===== src/rtl/tsu_q_rgs.sv =====
// rtl/tsu_q_rgs.sv - TSU queue register interface with per-channel pop FSM; optional irq via TSU_Q_IRQ_EN
module tsu_q_rgs #(
    parameter int NUM_CH     = 2,
    parameter int Q_WORDS    = 4,
    parameter int RD_TIMEOUT = 15
) (
    input  logic                         clk,
    input  logic                         rst,
    input  logic                         wr_in,
    input  logic                         rd_in,
    input  logic [7:0]                   addr_in,
    input  logic [31:0]                  data_in,
    output logic [31:0]                  data_out,
    output logic [NUM_CH-1:0]            q_rst_out,
    output logic [NUM_CH-1:0]            q_rd_en_out,
    input  logic [NUM_CH-1:0]            q_rd_vld_in,
    input  logic [NUM_CH*Q_WORDS*32-1:0] q_data_in,
    input  logic [NUM_CH*8-1:0]          q_stat_in,
    output logic [NUM_CH*8-1:0]          q_ptp_msgid_mask_out,
    output logic                         irq_out
);

    localparam int         SW        = Q_WORDS * 32;
    localparam logic [7:0] TMO_INIT  = 8'(RD_TIMEOUT);
    localparam logic [2:0] OFF_LAST  = 3'(4 + Q_WORDS - 1);

    typedef enum logic [1:0] {ST_IDLE, ST_REQ, ST_WAIT} state_t;

    state_t      state_q   [NUM_CH];
    state_t      state_d   [NUM_CH];
    logic [7:0]  timer_q   [NUM_CH];
    logic [7:0]  timer_d   [NUM_CH];
    logic [15:0] pop_cnt_q [NUM_CH];
    logic [15:0] pop_cnt_d [NUM_CH];
    logic [7:0]  mask_q    [NUM_CH];
    logic [7:0]  mask_d    [NUM_CH];
    logic [31:0] shadow_q  [NUM_CH][Q_WORDS];
    logic [31:0] shadow_d  [NUM_CH][Q_WORDS];

    logic [NUM_CH-1:0] ok_q, ok_d, tmo_q, tmo_d, empty_q, empty_d;
    logic [NUM_CH-1:0] auto_pop_q, auto_pop_d, irq_en_q, irq_en_d;
    logic [NUM_CH-1:0] rd_en_q, rd_en_d, q_rst_q, q_rst_d;
    logic [31:0]       data_q, data_d, rdata;
    logic              irq_q, irq_d;

    logic [2:0] a_ch, a_off;
    logic       unused_bits;

    assign a_ch        = addr_in[7:5];
    assign a_off       = addr_in[4:2];
    assign unused_bits = ^{addr_in[1:0], data_in[23:12], data_in[9:3]};

    // Read mux: decodes channel/offset against current register state (pre-write on same-cycle access)
    always_comb begin
        rdata = 32'd0;
        for (int c = 0; c < NUM_CH; c++) begin
            if (a_ch == 3'(c)) begin
                case (a_off)
                    3'd0: rdata = {28'd0, irq_en_q[c], auto_pop_q[c], 2'b00};
                    3'd1: rdata = {pop_cnt_q[c], 4'd0, empty_q[c], tmo_q[c], ok_q[c],
                                   (state_q[c] != ST_IDLE), q_stat_in[c*8 +: 8]};
                    3'd2: rdata = {mask_q[c], 24'd0};
                    default: begin
                        for (int k = 0; k < Q_WORDS; k++) begin
                            if (a_off == 3'(4 + k)) rdata = shadow_q[c][k];
                        end
                    end
                endcase
            end
        end
        data_d = rd_in ? rdata : data_q;
    end

    // Per-channel command decode, status bookkeeping and pop handshake FSM next state
    always_comb begin
        for (int c = 0; c < NUM_CH; c++) begin
            logic hit, wr_ctrl, rd_req, q_rst_cmd;
            state_d[c]    = state_q[c];
            timer_d[c]    = timer_q[c];
            pop_cnt_d[c]  = pop_cnt_q[c];
            mask_d[c]     = mask_q[c];
            ok_d[c]       = ok_q[c];
            tmo_d[c]      = tmo_q[c];
            empty_d[c]    = empty_q[c];
            auto_pop_d[c] = auto_pop_q[c];
            irq_en_d[c]   = irq_en_q[c];
            rd_en_d[c]    = 1'b0;
            q_rst_d[c]    = 1'b0;
            for (int k = 0; k < Q_WORDS; k++) shadow_d[c][k] = shadow_q[c][k];

            hit       = (a_ch == 3'(c));
            wr_ctrl   = wr_in & hit & (a_off == 3'd0);
            q_rst_cmd = wr_ctrl & data_in[1];
            rd_req    = (wr_ctrl & data_in[0]) |
                        (rd_in & hit & auto_pop_q[c] & (a_off == OFF_LAST));

            if (wr_ctrl) begin
                auto_pop_d[c] = data_in[2];
`ifdef TSU_Q_IRQ_EN
                irq_en_d[c]   = data_in[3];
`else
                irq_en_d[c]   = 1'b0;
`endif
            end
            if (wr_in & hit & (a_off == 3'd2)) mask_d[c] = data_in[31:24];
            if (wr_in & hit & (a_off == 3'd1)) begin
                if (data_in[10]) tmo_d[c]   = 1'b0;
                if (data_in[11]) empty_d[c] = 1'b0;
            end

            case (state_q[c])
                ST_IDLE: begin
                    if (rd_req) begin
                        if (q_stat_in[c*8 +: 8] == 8'd0) empty_d[c] = 1'b1;
                        else                             state_d[c] = ST_REQ;
                    end
                end
                ST_REQ: begin
                    rd_en_d[c] = 1'b1;
                    ok_d[c]    = 1'b0;
                    timer_d[c] = TMO_INIT;
                    state_d[c] = ST_WAIT;
                end
                ST_WAIT: begin
                    if (q_rd_vld_in[c]) begin
                        for (int k = 0; k < Q_WORDS; k++)
                            shadow_d[c][k] = q_data_in[c*SW + (Q_WORDS-1-k)*32 +: 32];
                        ok_d[c]      = 1'b1;
                        pop_cnt_d[c] = pop_cnt_q[c] + 16'd1;
                        state_d[c]   = ST_IDLE;
                    end else if (timer_q[c] == 8'd1) begin
                        tmo_d[c]   = 1'b1;
                        state_d[c] = ST_IDLE;
                    end else begin
                        timer_d[c] = timer_q[c] - 8'd1;
                    end
                end
                default: state_d[c] = ST_IDLE;
            endcase

            // Queue reset overrides everything in flight, including a coincident valid
            if (q_rst_cmd) begin
                q_rst_d[c] = 1'b1;
                rd_en_d[c] = 1'b0;
                state_d[c] = ST_IDLE;
                ok_d[c]    = 1'b0;
                empty_d[c] = 1'b0;
                pop_cnt_d[c] = 16'd0;
                for (int k = 0; k < Q_WORDS; k++) shadow_d[c][k] = shadow_q[c][k];
            end
        end
    end

    // Interrupt level: registered OR of enabled channel conditions
    always_comb begin
        irq_d = 1'b0;
`ifdef TSU_Q_IRQ_EN
        for (int c = 0; c < NUM_CH; c++)
            irq_d = irq_d | (irq_en_q[c] & (ok_q[c] | tmo_q[c] | (q_stat_in[c*8 +: 8] != 8'd0)));
`endif
    end

    // State registers
    always_ff @(posedge clk or negedge rst) begin
        if (!rst) begin
            for (int c = 0; c < NUM_CH; c++) begin
                state_q[c]   <= ST_IDLE;
                timer_q[c]   <= 8'd0;
                pop_cnt_q[c] <= 16'd0;
                mask_q[c]    <= 8'd0;
                for (int k = 0; k < Q_WORDS; k++) shadow_q[c][k] <= 32'd0;
            end
            ok_q       <= '0;
            tmo_q      <= '0;
            empty_q    <= '0;
            auto_pop_q <= '0;
            irq_en_q   <= '0;
            rd_en_q    <= '0;
            q_rst_q    <= '0;
            data_q     <= 32'd0;
            irq_q      <= 1'b0;
        end else begin
            for (int c = 0; c < NUM_CH; c++) begin
                state_q[c]   <= state_d[c];
                timer_q[c]   <= timer_d[c];
                pop_cnt_q[c] <= pop_cnt_d[c];
                mask_q[c]    <= mask_d[c];
                for (int k = 0; k < Q_WORDS; k++) shadow_q[c][k] <= shadow_d[c][k];
            end
            ok_q       <= ok_d;
            tmo_q      <= tmo_d;
            empty_q    <= empty_d;
            auto_pop_q <= auto_pop_d;
            irq_en_q   <= irq_en_d;
            rd_en_q    <= rd_en_d;
            q_rst_q    <= q_rst_d;
            data_q     <= data_d;
            irq_q      <= irq_d;
        end
    end

    genvar g;
    generate
        for (g = 0; g < NUM_CH; g++) begin : g_mask
            assign q_ptp_msgid_mask_out[g*8 +: 8] = mask_q[g];
        end
    endgenerate

    assign data_out    = data_q;
    assign q_rd_en_out = rd_en_q;
    assign q_rst_out   = q_rst_q;
    assign irq_out     = irq_q;

endmodule


===== config.mk =====
export PLATFORM = sky130hd
export DESIGN_NAME = tsu_q_rgs
export DESIGN_NICKNAME = d
export VERILOG_FILES = /design/src/rtl/tsu_q_rgs.sv
export SDC_FILE = /design/constraint.sdc
export NUM_CORES = 1
export LEC_CHECK = 0
export BUFFER_PORTS_ARGS = -buffer_cell sky130_fd_sc_hd__buf_2
export CORE_MARGIN = 10
export CORE_UTILIZATION = 45
export DETAILED_ROUTE_END_ITERATION = 7
export GPL_ROUTABILITY_DRIVEN = 0
export PLACE_DENSITY = 0.69
export SYNTH_ARGS = -nofsm -noshare
export SYNTH_HDL_FRONTEND = slang
export SYNTH_SLANG_ARGS = --single-unit

===== constraint.sdc =====
create_clock -name clk -period 2.3 [get_ports clk]
set_input_delay 0.345 -clock clk [delete_from_list [all_inputs] [get_ports clk]]
set_output_delay 0.345 -clock clk [all_outputs]
set_load 0.02 [all_outputs]

# After elaboration in Yosys (flattened, before gate mapping)
# Cells that the tools add are included.
[op_classes] add_sub_neg=4 n_eq_ne=25 mux=70 bitwise=22 n_reduce_logical=26
[ops] cell="$mux W32" n=10
[ops] cell="$pmux W32 S3" n=2
[ops] cell="$mux W16" n=6
[ops] cell="$add A16 B1 Y16 const B" n=2
[ops] cell="$mux W1" n=32
[ops] cell="$mux W8" n=4
[ops] cell="$pmux W8 S2" n=2
[ops] cell="$mux W2" n=10
[ops] cell="$and A1 B1 Y1" n=18
[ops] cell="$ne A3 B3 Y1 const B" n=6
[ops] cell="$reduce_and A3 Y1" n=6
[ops] cell="$eq A8 B1 Y1 const B" n=2
[ops] cell="$logic_not A8 Y1" n=2
[ops] cell="$reduce_bool A2 Y1" n=8
[ops] cell="$sub A8 B1 Y8 const B" n=2
[ops] cell="$eq A3 B3 Y1 const B" n=4
[ops] cell="$pmux W2 S3" n=2
[ops] cell="$ne A2 B2 Y1 const B" n=4
[ops] cell="$ne A4 B4 Y1 const B" n=2
[ops] cell="$reduce_and A2 Y1" n=4
[ops] cell="$eq A3 B1 Y1 const B" n=2
[ops] cell="$logic_not A3 Y1" n=2
[ops] cell="$reduce_bool A3 Y1" n=2
[ops] cell="$eq A2 B1 Y1 const B" n=2
[ops] cell="other kinds (6)" n=11
[word_totals] reg_bits=368 inputBits=318 wordCells=172

# Logic depth before layout (Yosys ltp)
# Gate-level depths: netlist of run 1.
[depth] depth_word=13 depth_mapped=7 depth_no_buf=6

# Worst setup path after synthesis of run 1
# No wires, ideal clock.
[synth_path] path_kind="reg2reg" startpoint="reg timer_q[12] in the netlist's numbering" endpoint="reg timer_q[10] in the netlist's numbering" arrival_ps=1673 required_ps=2170 slack_ps=497 stages_incl_launch_ff=6 period_less_slack_ps=1803 path_cell_list="dfrtp_1 -> or4_1 -> clkbuf_1 -> o31a_1 -> a211oi_1 -> a31oi_1"
[synth_via] elab_chain_cells=3
[synth_rtl] element="from (decl)" line_no="31" rtl="logic [7:0] timer_q [NUM_CH];"
[synth_rtl] element="from (signal, indexed assignment)" line_no="185" rtl="timer_q[c] <= timer_d[c];"
[synth_rtl] element="$eq A8 B1 Y1" line_no="131" rtl="end else if (timer_q[c] == 8'd1) begin"
[synth_rtl] element="$ne A2 B2 Y1 (no source line)"
[synth_rtl] element="$reduce_and A3 Y1 (no source line)"
# Every way passes these cells.
# A chain may end at the register's enable or synchronous reset.

# Final worst setup path of run 1
[layout_path] startpoint="reg state_q[0] in the netlist's numbering" endpoint="reg, netlist name shadow_q[109]"
[layout_via] elab_chain_cells=2
[layout_rtl] element="from (decl)" line_no="29" rtl="state_t state_q [NUM_CH];"
[layout_rtl] element="from (signal, indexed assignment)" line_no="184" rtl="state_q[c] <= state_d[c];"
[layout_rtl] element="$eq A2 B2 Y1" line_no="111" rtl="case (state_q[c])"
[layout_rtl] element="$reduce_and A3 Y1 (no source line)"
# Every way passes these cells.

==> results.md, run 1 <==
Clock network:
- The clock sink total is ~370.
- In this run, CTS created clock tree buffers numbering 42.
- The cell sitting at the root of the clock tree is a sky130_fd_sc_hd__clkbuf_16.
- Buffers added to address setup during post-CTS repair amount to 0.
- The clock latency of the later-clocked register in the worst-skew pair is 0.56 ns.
- The clock-pin slew on the worst setup and hold paths is 0.06 ns.
- TritonCTS built the clock tree.
- The worst-case clock buffer depth is 3.
- The clock tree synthesis step divided the H-tree into 2 levels.
- The number of instances resized during post-cts repair is 0.

Logic synthesis:
- The area fraction in compound gates after synthesis is a little under a tenth.
- Sequential elements use a little over half of the synthesized area.
- Summing the areas of all and, or, nand and nor instances in the mapped netlist gives approximately 10% of the synthesized area.
- The share of synthesized area in the top cell type comes to a little over half.
- The count of flip-flops with a built-in enable after synthesis is 0.
- The commonest cells after synthesis are sky130_fd_sc_hd__dfrtp_1 (368), sky130_fd_sc_hd__mux2_2 (248), sky130_fd_sc_hd__nor2_1 (73).
- In the synthesized netlist the dominant register cell turns out to be sky130_fd_sc_hd__dfrtp_1.
- The summed instance area of the synthesized netlist is between 15000 and 20000 sq um.
- The cell accounting for the most synthesized area is sky130_fd_sc_hd__dfrtp_1.
- The main combinational cell family by area after synthesis is multiplexers.
- The flip-flop and latch count after synthesis is ~370.
- After synthesis, the netlist uses between 70 and 80 different library cells.
- Ranked by total cell area, the synthesized netlist is headed by sky130_fd_sc_hd__dfrtp_1 (53%), sky130_fd_sc_hd__mux2_2 (16%), sky130_fd_sc_hd__mux2i_1 (2.6%), sky130_fd_sc_hd__mux4_2 (2.3%), sky130_fd_sc_hd__o21ai_0 (1.7%).
- The Yosys step of the flow raised 0 warnings.
- In the synthesized netlist the async set-or-reset flop fraction comes to 100%.
- When the netlist entered floorplanning its net count stood at around 1700.
- The synthesized instance count is approximately 1400.
- sky130_fd_sc_hd__dfrtp_1 is the most common cell in the netlist.
- The share of synthesized area spent on multiplexers is between 20% and 30%.
- The share of the synthesized netlist area taken by xor and xnor gates is under 10%.
- After synthesis, the mean cell area works out to ~13 sq um.
- The share of synthesized cell area in full adder, half adder and majority cells is less than 1%.

Global route:
- Global routing used about a quarter of the available tracks.
- The initial antenna violation count was 15.
- The number of global-route vias before repair is between 10000 and 15000.
- The pin count of the biggest net entering global routing is 85.
- The global-route wire length before repair is roughly 84 mm.
- The global route total overflow is 0.

Setup path:
- The nature of the critical path startpoint is a register.
- The critical path is of the reg2reg type.
- At the worst endpoint, the required time is roughly 2.7 ns.
- The number of cells on the worst reg-to-reg path is 4.
- The worst register-to-register path begins at state_q[0]$_DFFE_PN0P_.
- The endpoint of the worst register-to-register path is shadow_q[109]$_DFFE_PN0P_.
- Of all nets on the critical path, the largest fanout is 20.
- The worst register-to-register path has a setup slack of 0.21 ns.
- The data arrival time of the critical path is approximately 2.5 ns.
- The capturing element type of the critical path is a register.

Route:
- The count of unresolved DRC violations after routing is 0.
- The highest routed metal layer is met5.
- Wires add up to ~56 mm.
- The routed length on met1 is between 20 and 25 mm.
- Once detail routing completed, the nets flagged for antenna violations numbered 0.
- In the detailed route, the total length drawn on met3 is roughly 4.0 mm.
- After detailed routing, the number of vias per cell comes to approximately 5.6.
- The detailed-router iteration count before antenna repair is 7.
- The average detailed-routed wire length per instance is 23.7 um.
- Detailed routing placed a total of between 20 and 30 mm of wire on met2.
- The DRC violation total after the first TritonRoute iteration is 1045.
- The detailed-route via count is around 13000.

Min path:
- The end point of the worst hold path is shadow_q[141]$_DFFE_PN0P_.
- The worst hold path passes through 2 cells.
- The startpoint of the most critical hold path is q_data_in[13].
- The kind of path behind the tightest hold check is in2reg.

Floorplanning:
- The chip width is between 200 and 250 um.
- The area of the die is around 47000 sq um.
- The vertical die dimension is between 200 and 250 um.
- The number of placed I/O pins is approximately 370.
- The initial utilization of the core area, before any placement, comes to about 45%.
- The placement row count is 72.
- The core footprint is slightly below 40000 sq um.

Cells and area:
- Cells with a size suffix above 1 make up around two fifths of the layout.
- Compared with the post-synthesis result, the final layout area differs by 25.7%.
- The number of nets in the layout is approximately 2100.
- At the end of the flow the core is filled with cells to between 50 and 60%.

Timing:
- The total count of max-transition violations in the final report is 0.
- Setup repair after global routing left no endpoint under its margin.
- The number of failing hold endpoints at the final stage came to 0.
- The clock period could shrink to roughly 2.1 ns.
- The worst slew slack as a fraction of its limit is approximately 45%.
- The highest clock rate is 0.478 GHz.
- Hold timing on the final database bottoms out at a slack of approximately 0.015 ns.
- After layout, the worst path uses between 90% and 100% of the clock period.
- Setup violations remaining at the end of the flow were counted as 0.
- Between clock sinks in the finished design, the worst skew comes to 0.0129 ns.
- The transition time at the pin with the least slew margin is around 0.81 ns.

Power and ir drop:
- Dividing total power by cell area gives a power density of 759 nW/um^2.
- The worst IR drop on VDD is ~640 uV.
- The leakage power figure is approximately 10 nW.

Placement:
- Buffers placed on the I/O ports in this run total approximately 350.
- The wire-length estimate of the detail-placed layout is 42.3 mm.

Run:
- The max-capacitance violation count is 0.

Outcome:
- The run finished with clean final reports.
## power by group
part | switching [mW] | total [mW] | internal (mW)
Clock | 2.64 | 6.62 | 3.98
Sequential | 0.462 | 7.71 | 7.25
Combinational | 1.15 | 2.39 | 1.24
Total | 4.25 | 16.7 | 12.5
## cells in the final DEF, fill, tap and decap left out, types with 20 or more instances in the layout
cell type / Yosys / final
sky130_fd_sc_hd__a211oi_1: 20 / 20
sky130_fd_sc_hd__buf_2: 34 / 344
sky130_fd_sc_hd__buf_4: 9 / 51
sky130_fd_sc_hd__clkbuf_16: 0 / 43
sky130_fd_sc_hd__dfrtp_1: 368 / 368
sky130_fd_sc_hd__dlygate4sd3_1: 0 / 56
sky130_fd_sc_hd__mux2_1: 24 / 24
sky130_fd_sc_hd__mux2_2: 248 / 248
sky130_fd_sc_hd__mux2i_1: 45 / 45
sky130_fd_sc_hd__nand2_1: 58 / 58
sky130_fd_sc_hd__nand3_1: 22 / 22
sky130_fd_sc_hd__nor2_1: 73 / 71
sky130_fd_sc_hd__nor2b_1: 30 / 30
sky130_fd_sc_hd__o21ai_0: 58 / 58
## cells by family after synthesis
kind of cell	count (synthesis)
xor+xnor	26
buf+inv	113
flops	368
fa+ha+maj	6
other cells	1
mux	344
compound gates	221
simple gates	313
## critical path, stage by stage (launching register included)
cell and delay [ns]:
sky130_fd_sc_hd__dfrtp_1 0.38, sky130_fd_sc_hd__nand3b_4 0.18, sky130_fd_sc_hd__nor2_4 0.62, sky130_fd_sc_hd__buf_4 0.39, sky130_fd_sc_hd__mux2_2 0.37
## routing by layer
layer / vias to the layer above / track usage, %
li1: 5960 / -
met1: 6737 / 30.6
met2: 428 / 36.9
met3: 95 / 5.76
met4: 16 / 7.92
met5: - / 0
## worst max-delay path by stage
stage | start | endpoint | slack (ns) | cells past startpoint
CTS | state_q[0]$_DFFE_PN0P_ | shadow_q[109]$_DFFE_PN0P_ | 0.22 | 4
floorplan | timer_q[12]$_DFFE_PN0P_ | timer_q[10]$_DFFE_PN0P_ | 0.50 | 5
finish | state_q[0]$_DFFE_PN0P_ | shadow_q[109]$_DFFE_PN0P_ | 0.21 | 4
detailed placement | wr_in | shadow_q[108]$_DFFE_PN0P_ | -0.05 | 7
global placement | wr_in | shadow_q[111]$_DFFE_PN0P_ | -0.05 | 7
global route | state_q[2]$_DFFE_PN0P_ | shadow_q[253]$_DFFE_PN0P_ | 0.16 | 4
## metrics by stage
step | total power, mW | worst slack [ns] | std cells | setup TNS [ns] | area (sq um)
CTS | 16.9 | 0.223 | 2354 | 0 | 22000
finish | 16.7 | 0.207 | 2361 | 0 | 22000
detailed placement | 10.1 | -0.0518 | 2227 | -1.85 | 20100
global route | 17.4 | 0.156 | 2358 | 0 | 22000
global placement | 10.0 | -0.0458 | 2227 | -1.81 | 20100
floorplan | 9.03 | 0.497 | 1392 | 0 | 17500
## area by class of cell
class,instances,area [sq um]
clock buffer,61,1210
antenna,7,17.5
timing repair buffer,469,3010
sequential,368,9210
fill,3309,16500
tap,518,648
inverter,17,63.8
multi-input combinational,911,7720
clock inverter,10,131
## what timing repair did
| action | in CTS | in global routing |
|---|---|---|
| setup endpoints to repair | 0 | 0 |
| hold buffers | 56 | 0 |
| endpoints found under the hold margin | 98 | 0 |
## state kept, by name, indices dropped and copies added, names as in the netlist
| name | cells |
|---|---|
| data_out | 32 |
| timer_q | 16 |
| ok_q | 2 |
| shadow_q | 256 |
| pop_cnt_q | 32 |
| q_ptp_msgid_mask_out | 16 |
| state_q | 4 |
| empty_q | 2 |
| q_rd_en_out | 2 |
| auto_pop_q | 2 |
| tmo_q | 2 |
| q_rst_out | 2 |
Power figures use the tool's default switching activity.
==> run 2, diff against run 1 <==
==> constraint.sdc (replaced) <==
create_clock -name clk -period 2.3 [get_ports clk]
set_input_delay 0.23 -clock clk [delete_from_list [all_inputs] [get_ports clk]]
set_output_delay 0.23 -clock clk [all_outputs]
set_load 0.02 [all_outputs]
==> run 2 against run 1 <==
  * Clock skew rose by 0.015 ns
  * Critical endpoint is now shadow_q[33]$_DFFE_PN0P_
  * Die area did not move
  * Non-clock buffer count rose by 209
  * Fmax rose by 1.4%
  * Register-to-register slack improved by 0.03 ns
  * Sequential power rose by 0.6%
  * Critical path depth did not move
  * Final cell count rose by 9.3%
  * Via count rose by 9.1%
  * Design area rose by 9.8%
  * Largest cell class unchanged
==> results.md, run 2 (synthesis results as in run 1) <==
Setup path:
- The family of cells with the greatest summed delay on the critical path is simple AND/OR/NAND/NOR gates (unchanged).
- The stage delay of the slowest cell on the critical path was 0.64 ns (was 0.62 ns).
- The critical path class is reg2reg (unchanged).
- The required time of the worst setup path is 2.76 ns (was 2.74 ns).
- The library cell contributing the largest single delay on the critical path is sky130_fd_sc_hd__nor2_4 (unchanged).
- The data arrival time of the critical path is 2.52 ns (was 2.53 ns).
- CP Cell Sequence: nand3b_4, nor2_4, buf_12, mux2_2 (was nand3b_4, nor2_4, buf_4, mux2_2).
- The flop-to-flop setup slack is 0.24 ns (was 0.21 ns).
- The number of cells on the worst reg-to-reg path came to 4 (unchanged).
- The nature of the critical path startpoint was a register (unchanged).
- The highest fanout seen on the critical path was 45 (was 20).
- The worst path buffer plus inverter count was 1 (unchanged).
- The reg-to-reg startpoint is state_q[0]$_DFFE_PN0P_ (unchanged).
- The endpoint of the worst register-to-register path is shadow_q[33]$_DFFE_PN0P_ (was shadow_q[109]$_DFFE_PN0P_).
- The capturing element type of the critical path is a register (unchanged).

Run:
- The max-capacitance violation count is 0 (unchanged).

Global route:
- The number of global-route vias before repair is 15500 (was 13800).
- The global-route wire length before repair is 93.1 mm (was 84.3 mm).
- The met1 track demand over resource in global routing is 31.5% (was 30.6%).
- The global route total overflow came to 0 (unchanged).
- The met2 global-route usage is 41.9% (was 36.9%).
- The initial antenna violation count is 16 (was 15).
- The overall track demand over capacity in global routing is 25.6% (was 23.3%).
- The global routing met3 resource utilization is 6.74% (was 5.76%).
- The pin count of the biggest net entering global routing was 85 (unchanged).
- The busiest layer in global routing is met2 (unchanged).

Timing:
- The setup TNS after final layout is 0 ns (unchanged).
- The number of setup violations in the final report is 0 (unchanged).
- The period utilization is 89.8% (was 91.0%).
- The total count of max-transition violations in the final report is 0 (unchanged).
- The transition time at the pin with the least slew margin is 0.841 ns (was 0.810 ns).
- The highest clock rate is 0.484 GHz (was 0.478 GHz).
- RSZ-0062 raised after global routing: false (unchanged).
- The minimum clock period after layout is 2.06 ns (was 2.09 ns).
- The number of failing hold endpoints at the final stage is 0 (unchanged).
- The worst slew slack as a fraction of its limit is 43.8% (was 44.6%).
- The maximum clock skew at final layout came to 0.0275 ns (was 0.0129 ns).

Placement:
- The total half-perimeter wirelength after legalization and detailed placement is 41.5 mm (was 42.3 mm).
- The number of buffers added on ports came to 348 (unchanged).
- The post-placement cell area was 20000 sq um (was 20100 sq um).

Route:
- The detailed-route via count is 14400 (was 13200).
- The detailed-router iteration count before antenna repair is 5 (was 7).
- The number of routed nets with antenna violations was 0 (unchanged).
- The count of unresolved DRC violations after routing is 0 (unchanged).
- The average detailed-routed wire length per instance is 23.9 um (was 23.7 um).
- The detailed-route vias per instance is 5.60 (was 5.61).
- The DRC violation total after the first TritonRoute iteration is 1080 (was 1045).
- The sum of routed wire length over all layers came to 61.6 mm (was 56.0 mm).

Cells and area:
- The most flop-heavy register was shadow_q (unchanged).
- The leading cell type in the layout, fill and taps excluded is sky130_fd_sc_hd__dfrtp_1 (unchanged).
- The flip-flop count of the largest register, all copies and words added is 256 (unchanged).
- The fraction of final layout cells sized beyond drive strength 1 is 37.5% (was 41.8%).
- Top library cells by usage in the layout, fill and taps aside: sky130_fd_sc_hd__dfrtp_1 (368), sky130_fd_sc_hd__buf_2 (344), sky130_fd_sc_hd__dlygate4sd3_1 (273), sky130_fd_sc_hd__mux2_2 (248), sky130_fd_sc_hd__nor2_1 (71) (was sky130_fd_sc_hd__dfrtp_1 (368), sky130_fd_sc_hd__buf_2 (344), sky130_fd_sc_hd__mux2_2 (248), sky130_fd_sc_hd__nor2_1 (71)).
- The post-synthesis to final-layout area growth is 38.0% (was 25.7%).
- The post-layout instance area was 24200 sq um (was 22000 sq um).
- The number of nets in the layout is 2342 (was 2133).

Power and ir drop:
- The leakage power figure was 11.2 nW (was 10.3 nW).
- The total power density per cell area is 714 nW/um^2 (was 759 nW/um^2).
- The total design power came to 17.3 mW (was 16.7 mW).
- The worst IR drop on VDD was 569 uV (was 642 uV).

Clock network:
- The clock sink total came to 368 (unchanged).
- The number of buffers created by CTS is 42 (unchanged).
- The root buffer cell is sky130_fd_sc_hd__clkbuf_16 (unchanged).
- The setup fix buffers added after clock tree synthesis was 0 (unchanged).
- The TritonCTS clock tree is built (unchanged).
- The clock-pin slew on the worst setup and hold paths was 0.06 ns (about the same).
- The worst-case clock buffer depth is 3 (unchanged).
- The deepest level of the CTS H-tree is 2 (unchanged).
- The clock latency of the later-clocked register in the worst-skew pair came to 0.59 ns (was 0.56 ns).

Floorplanning:
- The core footprint was 38600 sq um (unchanged).
- The initial core utilization came to 45.4% (unchanged).
- The area of the die is 47200 sq um (unchanged).
- The vertical die dimension is 217 um (unchanged).
- The placement row count is 72 (unchanged).
- The chip width is 217 um (unchanged).
- The number of placed I/O pins came to 371 (unchanged).

Min path:
- The startpoint of the most critical hold path is q_stat_in[8] (was q_data_in[13]).
- The count of cells along the worst hold path was 3 (was 2).
- The end point of the worst hold path was data_out[0]$_DFFE_PN0P_ (was shadow_q[141]$_DFFE_PN0P_).
- The kind of path behind the tightest hold check is in2reg (unchanged).

Outcome:
- Run status: finished clean (unchanged).
## run 2: cell types whose count changed in the layout (fill, tap and decap cells not counted), sizes merged, moves of 5 or more
cell	change
buf	-8
diode	+8
dlygate4sd3	+217
clkinv	+5
## run 2: per-stage QoR
stage	utilization [%]	hold slack (ns)	cells	setup WS [ns]
5_1_grt	62.7	0.0193	2578	0.169
2_1_floorplan	-	-0.0656	1392	0.497
4_1_cts	62.6	0.00589	2565	0.256
3_3_place_gp	51.9	0.211	2219	0.0616
6_report	62.7	0.0229	2580	0.235
3_5_place_dp	51.9	0.212	2219	0.0475
## run 2: how the worst max path moves through the flow
stage                     slack [ns]                        to                     from  cells after the start
after floorplan                 0.50   timer_q[10]$_DFFE_PN0P_  timer_q[12]$_DFFE_PN0P_                      5
after global placement          0.06  shadow_q[39]$_DFFE_PN0P_               addr_in[5]                      7
after detailed placement        0.05  shadow_q[34]$_DFFE_PN0P_               addr_in[5]                      7
after CTS                       0.26  shadow_q[34]$_DFFE_PN0P_   state_q[0]$_DFFE_PN0P_                      4
after global routing            0.17  shadow_q[60]$_DFFE_PN0P_   state_q[0]$_DFFE_PN0P_                      4
final                           0.24  shadow_q[33]$_DFFE_PN0P_   state_q[0]$_DFFE_PN0P_                      4
## run 2: per-layer routing
layer / vias up / wire (um)
met5: - / 13
met4: 2 / 2430
met3: 146 / 4290
met2: 591 / 30200
met1: 7277 / 24600
li1: 6422 / -
## run 2: timing repair
item | in CTS | in global routing
hold buffers | 273 | 0
endpoints found under the setup margin | 0 | 0
endpoints found under the hold margin | 334 | 0
resized for setup | 0 | 0
## run 2: final cells by class
type / count / area (sq um)
well taps: 518 / 648
fillers: 2989 / 14400
repair buffers: 678 / 5100
flip-flops and latches: 368 / 9210
clock buffers: 60 / 1260
multi-input cells: 911 / 7720
diodes: 15 / 37.5
inverters: 17 / 63.8
clock inverters: 13 / 140
## run 2: worst register-to-register path, delay by kind of cell, from the launching register on
| kind | cells | cell delay [ns] |
|---|---|---|
| simple gates | 2 | 0.81 |
| mux | 1 | 0.41 |
| flops | 1 | 0.38 |
| buf+inv | 1 | 0.36 |
## run 2: report_power, final
part	switching (mW)	total (mW)	internal [mW]	leakage, nW
Sequential	0.511	7.76	7.25	4.78
Combinational	1.23	2.70	1.47	5.73
Clock	2.78	6.82	4.03	0.696
==> run 3, diff against run 2 <==
CORE_ASPECT_RATIO = 0.5   (was not set)
CTS_CLUSTER_SIZE = 10   (was not set)
==> run 3 against run 2 <==
  * Worst hold slack lost 0.021 ns
  * Sequential cell count is the same
  * Sequential share of layout area grew 0.81 points
  * Wire length shrank 1.8%
==> results.md, run 3 (synthesis results as in run 1) <==
Timing:
- The maximum clock skew at final layout is 0.0134 ns (was 0.0275 ns).
- RSZ-0062 raised after global routing: false (unchanged).
- The minimum clock period after layout was 2.04 ns (was 2.06 ns).
- The number of failing hold endpoints at the final stage is 0 (unchanged).
- The number of setup violations in the final report is 0 (unchanged).
- The worst slew slack as a fraction of its limit is 56.1% (was 43.8%).
- The period utilization was 88.5% (was 89.8%).
- The highest clock rate is 0.491 GHz (was 0.484 GHz).
- The total count of max-transition violations in the final report is 0 (unchanged).
- The setup TNS after final layout came to 0 ns (unchanged).
- The transition time at the pin with the least slew margin was 0.659 ns (was 0.841 ns).

Floorplanning:
- The vertical die dimension is 160 um (was 217 um).
- The area of the die is 47700 sq um (was 47200 sq um).
- The number of placed I/O pins came to 371 (unchanged).
- The placement row count is 50 (was 72).
- The chip width is 299 um (was 217 um).
- The core footprint is 37900 sq um (was 38600 sq um).
- The initial core utilization was 46.2% (was 45.4%).

Cells and area:
- The post-synthesis to final-layout area growth is 35.1% (was 38.0%).
- The final non-filler cell total is 2537 (was 2580).
- The number of nets in the layout is 2326 (was 2342).
- The fraction of final layout cells sized beyond drive strength 1 is 36.5% (was 37.5%).
- The flip-flop count of the largest register, all copies and words added was 256 (unchanged).
- The most flop-heavy register is shadow_q (unchanged).
- The total of fill cells in the finished design came to 2908 (was 2989).
- The leading cell type in the layout, fill and taps excluded is sky130_fd_sc_hd__dfrtp_1 (unchanged).
- Top library cells by usage in the layout, fill and taps aside: sky130_fd_sc_hd__dfrtp_1 (368), sky130_fd_sc_hd__buf_2 (344), sky130_fd_sc_hd__dlygate4sd3_1 (269), sky130_fd_sc_hd__mux2_2 (248), sky130_fd_sc_hd__nor2_1 (71) (was sky130_fd_sc_hd__dfrtp_1 (368), sky130_fd_sc_hd__buf_2 (344), sky130_fd_sc_hd__dlygate4sd3_1 (273), sky130_fd_sc_hd__mux2_2 (248), sky130_fd_sc_hd__nor2_1 (71)).

Route:
- The average detailed-routed wire length per instance is 23.8 um (was 23.9 um).
- The detailed-route vias per instance is 5.66 (was 5.60).
- The sum of routed wire length over all layers is 60.5 mm (was 61.6 mm).
- The count of unresolved DRC violations after routing came to 0 (unchanged).
- The DRC violation total after the first TritonRoute iteration is 1169 (was 1080).
- The number of routed nets with antenna violations is 0 (unchanged).
- The detailed-router iteration count before antenna repair is 6 (was 5).
- The detailed-route via count is 14400 (about the same).

Setup path:
- The nature of the critical path startpoint is a register (unchanged).
- The critical path class is reg2reg (unchanged).
- CP Cell Sequence: nand3b_1, nor2_4, buf_12, mux2_2 (was nand3b_4, nor2_4, buf_12, mux2_2).
- The data arrival time of the critical path is 2.45 ns (was 2.52 ns).
- The capturing element type of the critical path is a register (unchanged).
- The required time of the worst setup path was 2.72 ns (was 2.76 ns).
- The stage delay of the slowest cell on the critical path is 0.46 ns (was 0.64 ns).
- The highest fanout seen on the critical path was 76 (was 45).
- The library cell contributing the largest single delay on the critical path is sky130_fd_sc_hd__dfrtp_1 (was sky130_fd_sc_hd__nor2_4).

Run:
- The max-capacitance violation count is 0 (unchanged).

Power and ir drop:
- The worst IR drop on VDD is 521 uV (was 569 uV).
- The leakage power figure is 11.0 nW (was 11.2 nW).
- The total power density per cell area is 685 nW/um^2 (was 714 nW/um^2).

Global route:
- The global-route wire length before repair came to 91.3 mm (was 93.1 mm).
- The number of global-route vias before repair is 15300 (was 15500).
- The global route total overflow is 0 (unchanged).
- The initial antenna violation count is 13 (was 16).
- The overall track demand over capacity in global routing came to 24.5% (was 25.6%).
- The pin count of the biggest net entering global routing is 82 (was 85).

Clock network:
- The number of buffers created by CTS is 42 (unchanged).
- The number of instances resized during post-cts repair is 0 (unchanged).
- The clock latency of the later-clocked register in the worst-skew pair is 0.54 ns (was 0.59 ns).
- The root buffer cell is sky130_fd_sc_hd__clkbuf_16 (unchanged).
- The deepest level of the CTS H-tree is 2 (unchanged).
- The clock sink total is 368 (unchanged).
- The setup fix buffers added after clock tree synthesis was 0 (unchanged).
- The worst-case clock buffer depth is 3 (unchanged).
- The TritonCTS clock tree is built (unchanged).
- The clock-pin slew on the worst setup and hold paths is 0.06 ns (about the same).

Placement:
- The total half-perimeter wirelength after legalization and detailed placement came to 40.0 mm (was 41.5 mm).
- The number of buffers added on ports is 348 (unchanged).
- The cell count after placement came to 2209 (was 2219).

Outcome:
- Run status: finished clean (unchanged).

Min path:
- The kind of path behind the tightest hold check is in2reg (unchanged).
[run 3: cell types whose count changed in the layout (fill, tap and decap cells not counted)]
cell / before / now
sky130_fd_sc_hd__clkinv_8: 2 / 1
sky130_fd_sc_hd__clkinvlp_4: 1 / 0
sky130_fd_sc_hd__bufinv_16: 2 / 0
sky130_fd_sc_hd__buf_12: 14 / 10
sky130_fd_sc_hd__clkbuf_1: 5 / 2
sky130_fd_sc_hd__buf_4: 45 / 37
sky130_fd_sc_hd__dlygate4sd3_1: 273 / 269
sky130_fd_sc_hd__clkbuf_16: 43 / 42
sky130_fd_sc_hd__diode_2: 15 / 14
sky130_fd_sc_hd__clkbuf_8: 12 / 0
sky130_fd_sc_hd__clkinv_2: 8 / 0
[run 3: metrics by stage]
stage / utilization, % / hold slack [ns] / setup WS [ns] / area, sq um / power (mW)
after floorplan: - / -0.0656 / 0.497 / 17500 / 9.03
after global placement: 52.4 / 0.215 / 0.225 / 19900 / 9.99
after detailed placement: 52.4 / 0.214 / 0.230 / 19900 / 10.1
after CTS: 62.3 / 0.00125 / 0.308 / 23600 / 16.2
after global routing: 62.4 / 0.0194 / 0.209 / 23700 / 16.9
final: 62.4 / 0.00236 / 0.264 / 23700 / 16.2
[run 3: layout make-up]
| type | count | area (sq um) | share of cell area (%) |
|---|---|---|---|
| antenna | 14 | 35.0 | 0.148 |
| clock buffer | 44 | 1060 | 4.47 |
| clock inverter | 1 | 16.3 | 0.0687 |
| inverter | 17 | 63.8 | 0.270 |
| multi-input combinational | 911 | 7720 | 32.6 |
| sequential | 368 | 9210 | 38.9 |
| tap | 520 | 651 | 2.75 |
| timing repair buffer | 662 | 4920 | 20.8 |
[run 3: final timing paths]
check | slack, ns | start | depth (start not counted) | end
setup / recovery | 0.26 | state_q[2]$_DFFE_PN0P_ | 4 | shadow_q[215]$_DFFE_PN0P_
hold / removal | 0.002 | q_stat_in[14] | 3 | data_out[6]$_DFFE_PN0P_
setup reg to reg | 0.26 | state_q[2]$_DFFE_PN0P_ | 4 | shadow_q[215]$_DFFE_PN0P_
hold reg to reg | 0.48 | shadow_q[244]$_DFFE_PN0P_ | 1 | shadow_q[244]$_DFFE_PN0P_
max in group asynchronous | 1.25 | rst | 3 | shadow_q[73]$_DFFE_PN0P_
min in group asynchronous | 0.23 | rst | 2 | shadow_q[157]$_DFFE_PN0P_
[run 3: where the power goes]
part	total, mW	internal (mW)	switching, mW
clock	5.78	3.23	2.56
combinational	2.68	1.46	1.22
sequential	7.76	7.25	0.509
total	16.2	11.9	4.29
[run 3: what timing repair did]
action / in CTS / in global routing
setup endpoints to repair: 0 / 0
hold buffers: 269 / 0
hold endpoints to repair: 326 / 0
[run 3: metal layers]
metal | vias to the layer above | track usage (%) | share of wire, %
met5 | - | 0 | 0.040
met4 | 4 | 12.8 | 5.3
met3 | 186 | 4.91 | 6.0
met2 | 550 | 43.4 | 52
met1 | 7265 | 27.6 | 37
li1 | 6349 | - | -
[run 3: worst max-delay path, delay by kind of cell (launching register included)]
| kind | cells | cell delay, ns |
|---|---|---|
| simple gates | 2 | 0.62 |
| flops | 1 | 0.46 |
| mux | 1 | 0.40 |
| buf+inv | 1 | 0.34 |
